### src/rtl/aes_pkg.sv
// Shared AES widths and byte-index type for the block/byte converters.
package aes_pkg;

  localparam int AES_BLK_W   = 128;
  localparam int AES_BYT_W   = 8;
  localparam int AES_NUM_BYT = 16;
  localparam int AES_IDX_W   = 4;

  // Byte index k = {col[1:0], row[1:0]} within an AES state block.
  typedef logic [AES_IDX_W-1:0] aes_byt_idx_t;

  // Serializer control states.
  typedef enum logic [0:0] {
    IDLE = 1'b0,
    SEND = 1'b1
  } aes_ser_state_e;

  localparam aes_byt_idx_t AES_LAST_IDX = aes_byt_idx_t'(AES_NUM_BYT - 1);

endpackage : aes_pkg

### src/rtl/aes_block_serializer.sv
// AES block serializer: accepts a 128-bit state block and streams it out
// one byte per handshake, byte k=0 (MSB byte) first through k=15.
// Optional macro AES_SER_DBUF_EN adds a one-block holding buffer so that
// back-to-back blocks stream with no idle cycle between them.
module aes_block_serializer
  import aes_pkg::*;
(
  input  logic                 clk,
  input  logic                 rst,
  input  logic [AES_BLK_W-1:0] blk_in,
  input  logic                 blk_valid,
  output logic                 blk_ready,
  output logic [AES_BYT_W-1:0] byt_out,
  output logic                 byt_valid,
  input  logic                 byt_ready,
  output logic [AES_IDX_W-1:0] byt_idx,
  output logic                 byt_last,
  output logic                 busy
);

  aes_ser_state_e       state_q, state_d;
  logic [AES_BLK_W-1:0] sh_q, sh_d;
  aes_byt_idx_t         cnt_q, cnt_d;
  logic                 vld_q, vld_d;
  logic                 last_q, last_d;

  logic                 blk_acc_s;
  logic                 byt_acc_s;
  aes_byt_idx_t         cnt_inc_s;

`ifdef AES_SER_DBUF_EN
  logic [AES_BLK_W-1:0] buf_q, buf_d;
  logic                 buf_v_q, buf_v_d;

  // The buffer is the only thing that can refuse a block.
  assign blk_ready = ~buf_v_q;
  assign busy      = (state_q == SEND) | buf_v_q;
`else
  // Without a buffer a block can only be taken while nothing is streaming.
  assign blk_ready = (state_q == IDLE);
  assign busy      = (state_q == SEND);
`endif

  assign blk_acc_s = blk_valid & blk_ready;
  assign byt_acc_s = vld_q & byt_ready;
  assign cnt_inc_s = cnt_q + 4'd1;

  // Outputs come straight from registers so they hold steady under backpressure.
  assign byt_out   = sh_q[AES_BLK_W-1 -: AES_BYT_W];
  assign byt_idx   = cnt_q;
  assign byt_valid = vld_q;
  assign byt_last  = last_q;

  // Next-state logic: load, shift, end of block and (optionally) buffering.
  always_comb begin
    state_d = state_q;
    sh_d    = sh_q;
    cnt_d   = cnt_q;
    vld_d   = vld_q;
    last_d  = last_q;
`ifdef AES_SER_DBUF_EN
    buf_d   = buf_q;
    buf_v_d = buf_v_q;
`endif

    case (state_q)
      IDLE: begin
        if (blk_acc_s) begin
          state_d = SEND;
          sh_d    = blk_in;
          cnt_d   = 4'd0;
          vld_d   = 1'b1;
          last_d  = 1'b0;
        end else begin
          state_d = IDLE;
        end
      end

      SEND: begin
        if (byt_acc_s) begin
          if (cnt_q == AES_LAST_IDX) begin
`ifdef AES_SER_DBUF_EN
            // Chain the next block in directly so byte 0 follows with no bubble.
            if (buf_v_q) begin
              state_d = SEND;
              sh_d    = buf_q;
              cnt_d   = 4'd0;
              vld_d   = 1'b1;
              last_d  = 1'b0;
              buf_v_d = 1'b0;
            end else if (blk_acc_s) begin
              state_d = SEND;
              sh_d    = blk_in;
              cnt_d   = 4'd0;
              vld_d   = 1'b1;
              last_d  = 1'b0;
            end else begin
              state_d = IDLE;
              sh_d    = '0;
              cnt_d   = 4'd0;
              vld_d   = 1'b0;
              last_d  = 1'b0;
            end
`else
            state_d = IDLE;
            sh_d    = '0;
            cnt_d   = 4'd0;
            vld_d   = 1'b0;
            last_d  = 1'b0;
`endif
          end else begin
            sh_d   = {sh_q[AES_BLK_W-AES_BYT_W-1:0], 8'h00};
            cnt_d  = cnt_inc_s;
            last_d = (cnt_inc_s == AES_LAST_IDX);
`ifdef AES_SER_DBUF_EN
            if (blk_acc_s) begin
              buf_d   = blk_in;
              buf_v_d = 1'b1;
            end else begin
              buf_v_d = buf_v_q;
            end
`endif
          end
        end else begin
`ifdef AES_SER_DBUF_EN
          if (blk_acc_s) begin
            buf_d   = blk_in;
            buf_v_d = 1'b1;
          end else begin
            buf_v_d = buf_v_q;
          end
`else
          state_d = SEND;
`endif
        end
      end

      default: begin
        state_d = IDLE;
        sh_d    = '0;
        cnt_d   = 4'd0;
        vld_d   = 1'b0;
        last_d  = 1'b0;
      end
    endcase
  end

  // State and datapath registers with synchronous reset that drops any block.
  always_ff @(posedge clk) begin
    if (rst) begin
      state_q <= IDLE;
      sh_q    <= '0;
      cnt_q   <= 4'd0;
      vld_q   <= 1'b0;
      last_q  <= 1'b0;
    end else begin
      state_q <= state_d;
      sh_q    <= sh_d;
      cnt_q   <= cnt_d;
      vld_q   <= vld_d;
      last_q  <= last_d;
    end
  end

`ifdef AES_SER_DBUF_EN
  // Holding buffer for a block accepted while the previous one streams.
  always_ff @(posedge clk) begin
    if (rst) begin
      buf_q   <= '0;
      buf_v_q <= 1'b0;
    end else begin
      buf_q   <= buf_d;
      buf_v_q <= buf_v_d;
    end
  end
`endif

endmodule : aes_block_serializer

### config.mk
export PLATFORM = sky130hd
export DESIGN_NAME = aes_block_serializer
export DESIGN_NICKNAME = d
export VERILOG_FILES = /design/src/rtl/aes_pkg.sv /design/src/rtl/aes_block_serializer.sv
export SDC_FILE = /design/constraint.sdc
export NUM_CORES = 1
export LEC_CHECK = 0
export ABC_AREA = 1
export CAP_MARGIN = 20
export CORE_MARGIN = 2
export CORE_UTILIZATION = 45
export DETAILED_ROUTE_END_ITERATION = 6
export GPL_TIMING_DRIVEN = 0
export PLACE_DENSITY = 0.72
export SKIP_LAST_GASP = 1
export SLEW_MARGIN = 15
export SYNTH_ARGS = -nofsm -noshare
export SYNTH_HDL_FRONTEND = slang
export SYNTH_SLANG_ARGS = --single-unit
### constraint.sdc
create_clock -name clk -period 3.65 [get_ports clk]
set_clock_uncertainty 0.05 [all_clocks]
set_input_delay 0.5475 -clock clk [delete_from_list [all_inputs] [get_ports clk]]
set_output_delay 0.5475 -clock clk [all_outputs]
set_load 0.1 [all_outputs]
==> flow_metrics.tcl, run 1 <==
set metrics [dict create \
    status "completed" \
    path_cells "clkdlybuf4s50_1" \
    power.density_nw_per_um2 444 \
    path_delay_family "buffers and inverters" \
    synth_top_area_cell "dfxtp_1" \
    ys_ff_latch 135 \
    port-buffer-count 147 \
    hpwl_mm 11.8 \
    grt_overflow_total 0 \
    post-cts-setup-buffer-count 0 \
    cts_max_level 4 \
    required_ns 3.05 \
    dr_total_vias 6108 \
    ir_worst_vdd_v 0.000326 \
    firstDrtPassIters 5 \
    finalHoldViolCount 0 \
    final_cells 1344 \
    grt_max_degree 17 \
    fmaxAchievable_mhz 368 \
    power.leakage_nw 4.68 \
    tightestPinTransition_ns 1.03 \
    fin_setup_tns_ns 0 \
    hold_buffers 0 \
    cts_resized 0 \
    via_per_inst 4.54 \
    synth_most_common_cell "nand2_1" \
    synth_warnings 0 \
    drtAntennaViolNets 0 \
    netlist_instances 981 \
    clk_pin_slew_ns 0.06 \
    period_needed_ns 2.71 \
    core.rowCount 44 \
    dp.cells 1312 \
    synth_area_leaders "dfxtp_1 (41%), nand2_1 (23%), nand3_1 (9.1%)" \
    avgSynthCellArea_um2 6.79 \
    die_w_um 126 \
    seq_area_frac_synth_pct 40.6 \
    syn_area_um2 6660 \
    track_usage_pct 20.9 \
    finalMaxSlewViolations 0 \
    crit_fanout 6 \
    totalWireLength_mm 15.9 \
    crit_arrival_ns 2.12 \
    synth_top_cell_area_share_pct 40.6 \
    area_delta_synth_final_pct 34.6 \
    nets 1281 \
    synth.net_count 1115 \
    end_kind "primary output" \
    slowest_delay_ns 1.23 \
    core_um2 14500 \
    finalSetupViolCount 0 \
    clkLatencyLatePin_ns 0.42 \
    cts_buffer_depth 2 \
    drive_gt1_share_pct 16.0 \
    routabilityCongestion 0.820 \
    drt_iter0_drc 361 \
    crit_type "flip-flop to primary output" \
    grt_pass1_wl_mm 26.5 \
    ys_types 24 \
    synth.top_cells.by_count "nand2_1 (409), dfxtp_1 (135), inv_1 (125), nand3_1 (121), nand2_2 (90)" \
    rsz0062_at_grt "no" \
    synth-async-reset-ratio_pct 0 \
    die_area_um2 15800 \
    maxCapViolations 0 \
    synth-edff-count 0 \
    cts_buffers 17 \
    crit_slowest_cell "clkdlybuf4s50_1" \
    io_pins 148 \
    period_share_pct 74.4 \
    post_drt_wl_per_cell_um 11.9 \
    crit_buf_inv 1 \
    die_h_um 126 \
    holdCritPathClass "flip-flop to flip-flop" \
    cts_tree "done" \
    cts_root_buf "clkbuf_16" \
    drcViolationCount 0 \
    slew_headroom_pct 30.8 \
    start_util_pct 46.0 \
    cts_sinks 135 \
    synth_flop_cell "dfxtp_1" \
    antenna_found_initial 0 \
    diodes 0 \
    grt_pass1_vias 5705 \
    critical_path.startpoint_type "flip-flop" \
]
## per-layer routing
metal,vias up,routed length (µm),global-route usage (%)
li1,3272,-,-
met1,2688,7350,27.0
met2,126,7480,33.6
met3,22,843,5.27
met4,0,262,7.97
met5,-,0,0
## state kept, by name (all words and copies together) (netlist names)
name,cells
byt_idx,4
byt_valid,1
byt_last,1
busy,1
sh_q,128
## cell usage in the layout (no fill, tap or decap), drive strengths merged
| master | instances |
|---|---|
| xnor2 | 1 |
| bufinv | 2 |
| or2 | 2 |
| clkinvlp | 2 |
| nor2 | 5 |
| clkinv | 3 |
| inv | 128 |
| dfxtp | 135 |
| clkdlybuf4s50 | 147 |
| clkbuf | 32 |
| nand3 | 122 |
| buf | 56 |
| a21oi | 16 |
| ha | 2 |
| o21ai | 5 |
| nand4 | 1 |
| nand2 | 501 |
## path summary, 6_finish.rpt
path	start	end	slack [ns]	cells past startpoint
hold reg to reg	byt_last$_SDFFE_PP0P_	byt_last$_SDFFE_PP0P_	0.42	2
hold / removal	byt_last$_SDFFE_PP0P_	byt_last$_SDFFE_PP0P_	0.42	2
setup reg to reg	byt_idx[0]$_SDFFE_PP0P_	sh_q[113]$_SDFFE_PP0P_	1.94	10
setup / recovery	byt_idx[2]$_SDFFE_PP0P_	byt_idx[2]	0.94	1
## metrics by stage
step	total power [mW]	setup slack [ns]	util [%]	cell area [µm²]	hold WS [ns]
after floorplan	2.03	1.13	-	6660	0.401
after global placement	2.28	1.30	57.8	8360	0.407
after detailed placement	2.28	1.23	57.8	8360	0.414
after CTS	4.01	0.915	62.0	8970	0.422
after global routing	4.15	0.865	62.0	8970	0.454
final	3.98	0.936	62.0	8970	0.418
## layout make-up
class                           count  area, µm²
Buffer                             63        529
Clock buffer                       25        515
Clock inverter                      7       90.1
Fill cell                        1354       5510
Inverter                          128        485
Multi-Input combinational cell    655       2950
Sequential cell                   135       2700
Tap cell                          184        230
Timing Repair Buffer              147       1470
## cell families (layout without fill, tap and decap cells)
family | count (synthesis) | count (layout) | share of synthesized area, %
and+or+nand+nor | 631 | 631 | 42.1
DFF | 135 | 135 | 40.6
adders and majority gates | 2 | 2 | 0.376
xor gates and xnor gates | 1 | 1 | 0.131
buffers and inverters | 191 | 370 | 15.2
AOI/OAI and AO/OA | 21 | 21 | 1.58
## power breakdown
group | internal (mW) | leakage, nW | total, mW | switching [mW]
clock | 1.11 | 0.295 | 1.73 | 0.621
combinational | 0.290 | 3.27 | 0.622 | 0.332
sequential | 1.57 | 1.11 | 1.63 | 0.0604
(Power assumes the default switching activity.)
==> run 2, diff against run 1 <==
--- a/config.mk
+++ b/config.mk
@@ -11,7 +11,7 @@
 export CORE_UTILIZATION = 45
 export DETAILED_ROUTE_END_ITERATION = 6
 export GPL_TIMING_DRIVEN = 0
-export PLACE_DENSITY = 0.72
+export PLACE_DENSITY = 0.75
 export SKIP_LAST_GASP = 1
 export SLEW_MARGIN = 15
 export SYNTH_ARGS = -nofsm -noshare
==> constraint.sdc (replaced) <==
create_clock -name clk -period 2.3 [get_ports clk]
set_clock_uncertainty 0.05 [all_clocks]
set_input_delay 0.345 -clock clk [delete_from_list [all_inputs] [get_ports clk]]
set_output_delay 0.345 -clock clk [all_outputs]
set_load 0.1 [all_outputs]
==> run 2 against run 1 <==
Against the previous run:
- combinational power rose by 58%
- cell area fell by 0.95%
- flip-flop and latch count did not move
- critical path type unchanged
- largest power group is now registers
- clock-buffer cell count rose by 2
==> flow_metrics.tcl, run 2 (synthesis results as in run 1) <==
set metrics [dict create \
    routabilityCongestion 0.837 \
    cts_buffer_depth 2 \
    rr_endpoint "sh_q[119]$_SDFFE_PP0P_" \
    required_ns 1.90 \
    area_delta_synth_final_pct 33.4 \
    reg2regPathDepth 10 \
    power_switching_mw 1.56 \
    die_w_um 126 \
    die_area_um2 15800 \
    final_cell_mix "nand2_1 (409), dfxtp_1 (133), clkdlybuf4s50_1 (131), inv_1 (125), nand3_1 (121)" \
    ir_worst_vdd_v 0.000521 \
    power.density_nw_per_um2 679 \
    fin_setup_tns_ns 0 \
    clk_pin_slew_ns 0.05 \
    cts_max_level 4 \
    path_cells "dlygate4sd2_1" \
    finalHoldViolCount 0 \
    crit_fanout 6 \
    crit_path_start "byt_idx[2]$_SDFFE_PP0P_" \
    period_share_pct 95.2 \
    postLayoutCoreUtil_pct 61.4 \
    grt_max_degree 17 \
    cts_root_buf "clkbuf_16" \
    drcViolationCount 0 \
    rr_startpoint "byt_idx[0]$_SDFFE_PP0P_" \
    drive_gt1_share_pct 15.9 \
    maxCapViolations 0 \
    core_um2 14500 \
    firstDrtPassIters 4 \
    rsz0062_at_grt "no" \
    top_register "sh_q" \
    grt_pass1_wl_mm 27.3 \
    track_usage_pct 21.4 \
    power.leakage_nw 4.71 \
    regToRegSetupSlack_ns 0.60 \
    start_util_pct 46.0 \
    dr_total_vias 6154 \
    crit_buf_inv 1 \
    worstHoldStart "sh_q[3]$_SDFFE_PP0P_" \
    post_drt_wl_per_cell_um 12.2 \
    drtAntennaViolNets 0 \
    diodes 0 \
    seq_power_share_pct 42.9 \
    crit_arrival_ns 1.80 \
    finalPower_mw 6.04 \
    totalWireLength_mm 16.4 \
    crit_type "flip-flop to primary output" \
    clkLatencyLatePin_ns 0.41 \
    core.rowCount 44 \
    grt_overflow_total 0 \
    holdCritPathClass "flip-flop to flip-flop" \
    largest_reg_flops 128 \
    status "completed" \
    crit_slowest_cell "dlygate4sd2_1" \
    period_needed_ns 2.19 \
    cts_buffers 17 \
    hpwl_mm 11.9 \
    swShare_pct 25.9 \
    finalMaxSlewViolations 0 \
    tightestPinTransition_ns 1.01 \
    grt_pass1_vias 5940 \
    end_kind "primary output" \
    slowest_delay_ns 0.93 \
    path_delay_family "buffers and inverters" \
    whs_ns 0.431 \
    cts_sinks 135 \
    p_clk_share_pct 40.8 \
    via_per_inst 4.59 \
    io_pins 148 \
    p_int_mw 4.47 \
    cts_tree "done" \
    die_h_um 126 \
    power_frac_comb_pct 16.3 \
    cp.depth 1 \
    drt_iter0_drc 395 \
    port-buffer-count 147 \
    final_common_cell "nand2_1" \
    antenna_found_initial 0 \
    nets 1281 \
    critical_path.startpoint_type "flip-flop" \
    finalSetupViolCount 0 \
    slew_headroom_pct 32.8 \
    fmaxAchievable_mhz 457 \
    endpoint "byt_idx[2]" \
]
-- run 2: cell types whose count changed in the layout (fill, tap and decap cells not counted), sizes merged --
cell,change
dlygate4sd2,+16
clkinvlp,-2
clkdlybuf4s50,-16
bufinv,-2
clkbuf,+2
-- run 2: layout make-up --
cell class / instances / area, µm²
plain buffers: 63 / 529
clock buffers: 27 / 523
clock inverters: 3 / 15.0
fillers: 1363 / 5590
inverters: 128 / 485
multi-input cells: 655 / 2950
flip-flops and latches: 135 / 2710
well taps: 184 / 230
repair buffers: 147 / 1450
-- run 2: worst min-delay path by stage --
stage | end | cells after the start
finish | sh_q[3]$_SDFFE_PP0P_ | 2
global route | sh_q[3]$_SDFFE_PP0P_ | 2
CTS | sh_q[3]$_SDFFE_PP0P_ | 2
detailed placement | sh_q[3]$_SDFFE_PP0P_ | 2
global placement | byt_last$_SDFFE_PP0P_ | 2
floorplan | busy$_SDFF_PP0_ | 1
-- run 2: stage by stage --
step	std cells	setup WS, ns	instance area [µm²]
final	1342	0.110	8880
after global placement	1312	0.140	8370
after global routing	1342	0.0227	8880
after CTS	1342	0.0835	8880
after detailed placement	1312	0.115	8370
after floorplan	981	0.00128	6670
-- run 2: power groups by stage --
stage	Sequential, mW	Combinational, mW	Clock [mW]
final	2.59	0.983	2.46
after global routing	2.60	1.10	2.62
after CTS	2.59	0.990	2.51
after detailed placement	2.63	0.994	0
after global placement	2.63	0.981	0
after floorplan	2.63	0.592	0
-- run 2: timing repair --
action,4_1_cts,5_1_grt
gates resized for setup,16,0
endpoints found under the setup margin,16,0
hold buffers,0,0
setup buffers,0,0
-- run 2: per-layer routing --
layer / part of all wire [%] / track usage, % / routed length (µm)
met3: 5.3 / 6.03 / 864
met4: 1.4 / 7.12 / 230
met5: 0 / 0 / 0
met2: 47 / 34.9 / 7690
met1: 46 / 27.4 / 7610
==> run 3, diff against run 2 <==
--- a/config.mk
+++ b/config.mk
@@ -11,7 +11,7 @@
 export CORE_UTILIZATION = 45
 export DETAILED_ROUTE_END_ITERATION = 6
 export GPL_TIMING_DRIVEN = 0
-export PLACE_DENSITY = 0.75
+export PLACE_DENSITY = 0.72
 export SKIP_LAST_GASP = 1
 export SLEW_MARGIN = 15
 export SYNTH_ARGS = -nofsm -noshare
==> constraint.sdc (replaced) <==
create_clock -name clk -period 2.1 [get_ports clk]
set_clock_uncertainty 0.05 [all_clocks]
set_input_delay 0.315 -clock clk [delete_from_list [all_inputs] [get_ports clk]]
set_output_delay 0.315 -clock clk [all_outputs]
set_load 0.1 [all_outputs]
==> run 3 against run 2 <==
Against the previous run:
- non-clock buffer count did not move
- hold slack worse by 0.025 ns
- via count decreased by 1.9%
- wire length shrank 2.2%
- sequential power up 9.3%
- critical path type unchanged
- largest cell class unchanged
- largest power group is now clock
==> flow_metrics.tcl, run 3 (synthesis results as in run 1) <==
set metrics [dict create \
    holdCritPathClass "input pin to flip-flop" \
    firstDrtPassIters 4 \
    crit_fanout 2 \
    top_register "sh_q" \
    dr_total_vias 6040 \
    start_util_pct 46.0 \
    drive_gt1_share_pct 16.7 \
    die_area_um2 15800 \
    maxCapViolations 0 \
    clkLatencyLatePin_ns 0.42 \
    clk_pin_slew_ns 0.06 \
    tightestPinTransition_ns 1.02 \
    area_delta_synth_final_pct 33.9 \
    end_kind "primary output" \
    routabilityCongestion 0.811 \
    grt_pass1_vias 5856 \
    crit_type "flip-flop to primary output" \
    io_pins 148 \
    grtUsageMet2_pct 34.2 \
    hpwl_mm 11.7 \
    grt_max_degree 17 \
    largest_reg_flops 128 \
    globalRouteMet1Util_pct 27.6 \
    final_cell_mix "nand2_1 (409), clkdlybuf4s50_1 (131), dfxtp_1 (130), inv_1 (125), nand3_1 (121)" \
    busiest_layer "met2" \
    final_cells 1343 \
    post_drt_wl_per_cell_um 11.9 \
    drcViolationCount 0 \
    cts_root_buf "clkbuf_16" \
    cts_buffer_depth 2 \
    slew_headroom_pct 32.0 \
    antenna_found_initial 0 \
    nets 1281 \
    power.leakage_nw 4.71 \
    cts_tree "done" \
    critical_path.startpoint_type "flip-flop" \
    final_common_cell "nand2_1" \
    core_um2 14500 \
    cts_sinks 135 \
    postLayoutCoreUtil_pct 61.6 \
    totalWireLength_mm 16.0 \
    fill_cells 1356 \
    finalSetupViolCount 0 \
    die_w_um 126 \
    crit_arrival_ns 1.71 \
    core.rowCount 44 \
    diodes 0 \
    cts_max_level 4 \
    die_h_um 126 \
    ir_worst_vdd_v 0.000531 \
    cts_buffers 17 \
    grt_overflow_total 0 \
    drtAntennaViolNets 0 \
    whs_ns 0.406 \
    power.density_nw_per_um2 762 \
    finalMaxSlewViolations 0 \
    globalRouteMet3Util_pct 5.01 \
    port-buffer-count 147 \
    dp.cells 1312 \
    track_usage_pct 21.1 \
    status "completed" \
    finalHoldViolCount 0 \
    grt_pass1_wl_mm 27.0 \
    drt_iter0_drc 271 \
    period_needed_ns 2.07 \
    rsz0062_at_grt "no" \
    period_share_pct 98.7 \
    required_ns 1.74 \
    via_per_inst 4.50 \
    finalPower_mw 6.80 \
    fmaxAchievable_mhz 483 \
]
-- run 3: cell count changes in the layout (fill, tap and decap cells not counted), moves of 2 or more --
cell | before | now
dlygate4sd2_1 | 16 | 8
clkbuf_1 | 11 | 8
clkbuf_2 | 0 | 2
clkinv_2 | 3 | 7
bufinv_16 | 0 | 2
clkbuf_8 | 6 | 3
clkdlybuf4s15_1 | 0 | 6
dfxtp_2 | 2 | 5
dfxtp_1 | 133 | 130
-- run 3: critical path, stage by stage (launching register included) --
cell	delay, ns
dfxtp_1	0.33
buf_4	0.10
dlygate4sd2_1	0.85
-- run 3: report_power, final --
group	switching [mW]	leakage, nW	internal (mW)
Combinational	0.578	3.31	0.494
Sequential	0.105	1.11	2.73
Clock	1.08	0.288	1.82
-- run 3: worst paths after layout --
check,slack (ns),startpoint,cells after the start,endpoint
max,0.03,sh_q[125]$_SDFFE_PP0P_,2,byt_out[5]
min,0.41,blk_in[7],3,sh_q[7]$_SDFFE_PP0P_
max reg2reg,0.48,byt_idx[0]$_SDFFE_PP0P_,10,sh_q[118]$_SDFFE_PP0P_
min reg2reg,0.41,byt_last$_SDFFE_PP0P_,2,byt_last$_SDFFE_PP0P_
-- run 3: metal layers --
layer	vias up	part of all wire, %
li1	3268	-
met1	2636	46
met2	118	47
met3	18	5.4
met4	0	1.5
met5	-	0
-- run 3: through the flow --
stage / TNS, ns / instance area (µm²) / worst slack, ns
2_1_floorplan: 0 / 6670 / 0.0357
3_3_place_gp: 0 / 8370 / 0.00739
3_5_place_dp: -0.0959 / 8370 / -0.0173
4_1_cts: -0.0634 / 8930 / -0.0634
5_1_grt: 0 / 8920 / 0.000891
6_report: 0 / 8920 / 0.0280
-- run 3: area by class of cell --
cell class | instances | area, µm² | share of cell area (%)
buffer | 63 | 529 | 5.93
clock buffer | 21 | 470 | 5.27
clock inverter | 10 | 103 | 1.15
inverter | 128 | 485 | 5.44
multi-input combinational | 655 | 2950 | 33.0
sequential | 135 | 2710 | 30.4
tap | 184 | 230 | 2.58
timing repair buffer | 147 | 1450 | 16.3
-- run 3: repair_timing --
item	CTS	global route
setup endpoints to repair	16	6
pin swaps	0	0
gates resized for setup	19	7
hold buffers	0	0
buffers inserted	0	0
